File: config.mk
export PLATFORM = sky130hd
export DESIGN_NAME = skid_buf
export DESIGN_NICKNAME = d
export VERILOG_FILES = /design/src/rtl/skid_pkg.sv /design/src/rtl/skid_buf.sv
export SDC_FILE = /design/constraint.sdc
export NUM_CORES = 1
export LEC_CHECK = 0
export BUFFER_PORTS_ARGS = -buffer_cell sky130_fd_sc_hd__buf_4
export CAP_MARGIN = 20
export CELL_PAD_IN_SITES_DETAIL_PLACEMENT = 0
export CELL_PAD_IN_SITES_GLOBAL_PLACEMENT = 1
export CORE_MARGIN = 8
export CORE_UTILIZATION = 40
export DETAILED_ROUTE_END_ITERATION = 6
export PLACE_DENSITY = 0.84
export SYNTH_ARGS = -nofsm -noshare
export SYNTH_HDL_FRONTEND = slang
export SYNTH_SLANG_ARGS = --single-unit
File: constraint.sdc
create_clock -name clk -period 2 [get_ports clk]
set_clock_uncertainty 0.15 [all_clocks]
set_input_delay 0.1 -clock clk [delete_from_list [all_inputs] [get_ports clk]]
set_output_delay 0.1 -clock clk [all_outputs]
set_load 0.02 [all_outputs]
File: src/rtl/skid_pkg.sv
// Shared types and state decode tables for the two-entry skid buffer.
package skid_pkg;

  typedef enum logic [1:0] {
    ST_RST   = 2'd0,
    ST_EMPTY = 2'd1,
    ST_ONE   = 2'd2,
    ST_FULL  = 2'd3
  } state_t;

  // One bit per state, indexed by the state encoding.
  // s_ready is high only while a slot is free and reset has been left.
  localparam logic [3:0] SREADY_BY_STATE = 4'b0110;
  // m_valid is high whenever at least one word is held.
  localparam logic [3:0] MVALID_BY_STATE = 4'b1100;

  // Number of words held in a given state.
  function automatic logic [1:0] occ_of(input state_t st);
    case (st)
      ST_ONE:  occ_of = 2'd1;
      ST_FULL: occ_of = 2'd2;
      default: occ_of = 2'd0;
    endcase
  endfunction

endpackage

File: src/rtl/skid_buf.sv
// Two-entry valid/ready register slice. Forward and backward paths are both
// cut by flops: every handshake output is decoded from the state register only.
module skid_buf
  import skid_pkg::*;
#(
  parameter int DW = 32
) (
  input  logic          clk,
  input  logic          rst,
  input  logic          s_valid,
  output logic          s_ready,
  input  logic [DW-1:0] s_data,
  output logic          m_valid,
  input  logic          m_ready,
  output logic [DW-1:0] m_data,
  output logic [1:0]    occ
);

  state_t        state_q, state_d;
  logic [DW-1:0] main_q, main_d;
  logic [DW-1:0] skid_q, skid_d;
  logic          in_xfer, out_xfer;

  // Handshake outputs come straight from the state register.
  assign s_ready  = SREADY_BY_STATE[state_q];
  assign m_valid  = MVALID_BY_STATE[state_q];
  assign occ      = occ_of(state_q);
  assign m_data   = main_q;

  assign in_xfer  = s_valid & s_ready;
  assign out_xfer = m_valid & m_ready;

  // Next state and register loads; main always holds the oldest word.
  always_comb begin
    state_d = state_q;
    main_d  = main_q;
    skid_d  = skid_q;
    case (state_q)
      ST_RST: state_d = ST_EMPTY;
      ST_EMPTY: begin
        if (in_xfer) begin
          main_d  = s_data;
          state_d = ST_ONE;
        end
      end
      ST_ONE: begin
        if (in_xfer && out_xfer) begin
          main_d = s_data;
        end else if (in_xfer) begin
          // Downstream stalled: the in-flight word parks in the skid slot.
          skid_d  = s_data;
          state_d = ST_FULL;
        end else if (out_xfer) begin
          state_d = ST_EMPTY;
        end
      end
      ST_FULL: begin
        // s_ready is low here, so upstream cannot transfer.
        if (out_xfer) begin
          main_d  = skid_q;
          state_d = ST_ONE;
        end
      end
      default: state_d = ST_RST;
    endcase
  end

  // State and data registers; reset discards any held words.
  always_ff @(posedge clk or posedge rst) begin
    if (rst) begin
      state_q <= ST_RST;
      main_q  <= '0;
      skid_q  <= '0;
    end else begin
      state_q <= state_d;
      main_q  <= main_d;
      skid_q  <= skid_d;
    end
  end

endmodule

* Word level (Yosys, flattened, before mapping)
Index checks and enable logic that the tools add are counted.
Word-level totals: register bits 66, input port bits 36, output and inout bits 36, logic and storage cells 36
Operators by class: magnitude comparators 1, equal/unequal tests 8, mux-type cells 15, bitwise logic cells 3, reductions and logical operators 6
Operators with widths (number):
- 32-bit two-way mux | 3
- 32-bit case mux with 3 select lines | 1
- 2-bit two-way mux | 5
- 2-bit inequality test (second input constant) | 4
- 2-bit case mux with 4 select lines | 1
- 4-bit AND reduction | 2
- 1-bit binary-select mux with 2-bit select | 2
- 2-bit == test (second input constant) | 2
- 2-bit case mux with 2 select lines | 1
- 2-bit by 3-bit less-than comparator with 1-bit output (second input constant) | 1
- 3-bit inequality test (second input constant) | 1
- 3-bit AND reduction | 1
- 3-bit nonzero test | 1
- 1-bit bitwise AND | 2
- 2-bit by 1-bit == test with 1-bit output (second input constant) | 1
- 2-bit zero test | 1
- 1-bit two-way mux | 2
- 1-bit logical AND | 1
- 1-bit NOT | 1

* Longest topological paths before layout
depth in word-level cells 7, mapped depth 8, mapped depth without buffers 6

* Least setup slack after synthesis
Ideal clock, no wire load.
kind register -> register, start register state_q[1], end register main_q[10] (netlist: m_data[10]), setup time 125 ps, arrival time 2009 ps, data required time 1725 ps, setup slack -284 ps, cell stages (with the launch flop) 6, path buffers 2, clock period less this slack 2284 ps, cell sequence dfrtp_1 -> ha_1 -> clkbuf_8 -> clkbuf_1 -> mux2_2 -> mux2_4
Between the ends: longest elaborated chain between the ends 6, elaborated cells between the ends (all ways) 16, classes of those cells eq/ne: 6; mux: 5; bitwise: 2; reduce/logical: 3
RTL lines:
- start, declared | RTL line skid_buf.sv:19 | state_t state_q, state_d;
- start signal, assigned | RTL line skid_buf.sv:75 | state_q <= state_d;
- 1-bit binary-select mux with 2-bit select (on tied branches) | RTL line skid_buf.sv:25, skid_buf.sv:26
- 1-bit two-way mux (on tied branches) | RTL line skid_buf.sv:25, skid_buf.sv:26
- 1-bit bitwise AND (on tied branches) | RTL line skid_buf.sv:30, skid_buf.sv:31
- 1-bit logical AND | RTL line skid_buf.sv:47 | if (in_xfer && out_xfer) begin
- 2-bit inequality test (no source line)
- 4-bit AND reduction (no source line)
- end signal, assigned | RTL line skid_buf.sv:76 | main_q <= main_d;
- end, declared | RTL line skid_buf.sv:20 | logic [DW-1:0] main_q, main_d;
Several ways; a longest one is shown, not always the timed one. The select of a mux whose other input is x is not followed. A chain may end at the register's enable or synchronous reset.

* Final worst setup path
start register state_q[0], end register main_q[14] (netlist: m_data[14])
Same word-level chain as after synthesis.

==> metrics.yaml <==
clocking:
  cts_tree: "yes"
  path_clk_slew_ps: 60
  cts-buffers-inserted: 9
  clock_latency_ps: 330
  cts.sinks: 66
  htreeDepth: 3
  cts_root_buf: "clkbuf_8"
  clockBufferDepth: 2
grt:
  grt_use_total: 0.126
  gr-total-overflow: 0
  grt_pass1_wl_mm: 11.1
  antenna_found_initial: 0
  grt_pass1_vias: 2240
  grt_max_degree: 43
timing:
  whs_ps: 41.2
  slew_violations: 0
  worst_slew_pin_slew_ps: 571
  setup_ws_ps: -1.57
  max_slew_margin: 0.619
  min_period_ps: 2000
  max_freq_ghz: 0.500
  finalSetupViolations: 2
  rsz0062_at_grt: "yes"
  post-route-period-util: 1.00
  finalHoldViolCount: 0
run:
  maxCapViolCount: 0
critical_path:
  critPathBufInv: 2
  cp-end-kind: "flop"
  cp.required_ps: 2070
  r2r-start: "state_q[0]"
  crit_chain: "inv_2, ha_4, nand3_4, o22ai_4, nand2b_4, clkbuf_16, mux2_4"
  cp_top_family: "flip-flops"
  cp-startpoint: "state_q[0]"
  critPathArrivalTime_ps: 2070
  critPathKind: "reg2reg"
  r2r_slack_ps: -2
  startpoint_type: "flop"
  max_stage_delay_ps: 440
  path_max_fanout: 5
  cpMaxStageDelayCell: "dfrtp_1"
floorplan:
  core.rowCount: 32
  ios: 72
  start_util: 0.410
  die_y_um: 105
  core_um2: 7650
  die_w_um: 105
  die-area_um2: 10900
synth:
  synth_area_per_cell_um2: 15.8
  synth_adder_area_share: 0.0160
  yosysMostFrequentCell: "dfrtp_1"
  ys_warn_count: 0
  synth_top_area_frac: 0.527
  yosysSeqAreaShare: 0.527
  syn_inst: 199
  synth_compound_area_frac: 0.0187
  synth_top_family_by_area: "multiplexers"
  ys_types: 25
  yosysTopAreaCell: "dfrtp_1"
  synth-main-ff-cell: "dfrtp_1"
  synth-edff-count: 0
  synthTopCellsByCount: "dfrtp_1 (66), mux2_2 (64), mux2_4 (30)"
  synth-simple-area-share: 0.0120
  syn-num-nets: 239
  synth.area.top_cells: "dfrtp_1 (53%), mux2_2 (23%), mux2_4 (14%)"
  muxShareOfSynthArea: 0.381
  ys_async_sr_fraction: 1.00
  synth_area_um2: 3140
  synth_xor_area_frac: 0.00558
  synth-seq-cells: 66
power_and_ir_drop:
  p_sw_uw: 2610
  p_per_area_nw_per_um2: 1730
  seq_power_share: 0.308
  power.internal_uw: 5220
  p_clk_frac: 0.146
  fin_total_pwr_uw: 7830
  p_sw_frac: 0.334
  p_leak_uw: 0.00214
  ir_worst_vdd_mv: 0.912
  comb_power_share: 0.546
routing:
  via_count: 2039
  ant_nets: 0
  wl_mm: 7.08
  drt_pass1_iterations: 6
  wl_per_cell_um: 16.7
  drt_first_iter_violations: 35
  viasPerCell: 4.80
  drc_errors: 0
final_layout:
  drive_above_1_share: 0.656
  fill_cells: 607
  synthToLayoutAreaGrowth_pct: 44.4
  antennaDiodeCount: 0
  nNetsFinal: 359
  final_cells: 425
run_status:
  run_status: "finished, violations left"
  violations: "setup timing"
place:
  dp_slack_ps: 13.8
  dpl.hpwl_mm: 4.58
  placed_cells_incl_taps: 372
  place_congestion: 0.782
  io_buffers: 71
worst_hold_path:
  worstHoldStart: "m_ready"
  hold_class: "in2reg"
## cell usage in the layout, fill, tap and decap left out, drive strengths merged, types with 2 or more instances in the layout
| master | Yosys | final |
|---|---|---|
| ha | 4 | 4 |
| buf | 8 | 86 |
| dlygate4sd3 | 0 | 33 |
| inv | 3 | 2 |
| a21oi | 3 | 3 |
| nand2b | 2 | 2 |
| o21ai | 2 | 2 |
| dfrtp | 66 | 66 |
| mux2 | 96 | 96 |
| nand2 | 2 | 2 |
| clkbuf | 4 | 15 |
## worst reg2reg max path, cell delays in order, from the launching register on
cell	delay (ps)
dfrtp_1	440
inv_2	90
ha_4	300
nand3_4	80
o22ai_4	200
nand2b_4	150
clkbuf_16	200
mux2_4	290
## path summary, 6_finish.rpt
kind                                   end  cells after the start
worst max-delay path            m_data[14]                      7
worst min-delay path            state_q[1]                      4
worst max register to register  m_data[14]                      7
worst min register to register  skid_q[30]                      1
max in group asynchronous        skid_q[6]                      4
min in group asynchronous       m_data[30]                      3
## through the flow
| stage | setup TNS [ps] | utilization | instance area [um2] |
|---|---|---|---|
| floorplan | -852 | - | 3180 |
| global route | -1460 | 0.592 | 4530 |
| global placement | 0 | 0.503 | 3850 |
| detailed placement | 0 | 0.503 | 3850 |
| finish | -2.40 | 0.592 | 4530 |
| CTS | 0 | 0.573 | 4380 |
## flip-flops by register name (all words and copies together) (netlist names)
signal	flops
skid_q	32
m_data	32
state_q	2
## power by group through the flow
stage,logic [uW],clock network (uW),registers [uW]
final,4270,1140,2410
after global routing,4540,1240,2490
after CTS,3870,1180,2400
after detailed placement,3820,0,2410
after global placement,3720,0,2390
after floorplan,2470,0,2760
## cell type report
type,count,area (um2),share of cell area
clock inverter,2,35.0,0.00773
sequential,66,1650,0.365
tap,102,128,0.0282
timing repair buffer,121,1090,0.240
multi-input combinational,118,1440,0.319
clock buffer,13,169,0.0373
inverter,3,15.0,0.00331
## cells by family (layout without fill, tap and decap cells)
logic type / after synthesis / after routing
simple gates: 7 / 7
xor+xnor: 2 / 2
compound gates: 9 / 9
buf+inv: 15 / 139
fa+ha+maj: 4 / 4
flops: 66 / 66
mux: 96 / 96
## timing repair
action	in CTS	in global routing
setup endpoints to repair	0	33
buffers inserted	0	3
hold buffers	33	0
endpoints found under the hold margin	88	0
gates resized for setup	0	15
## metal layers
metal	track usage	part of all wire
met3	0.0528	0.058
met4	0.0507	0.015
met1	0.149	0.46
met5	0	0
met2	0.199	0.47
Power figures use the tool's default switching activity.
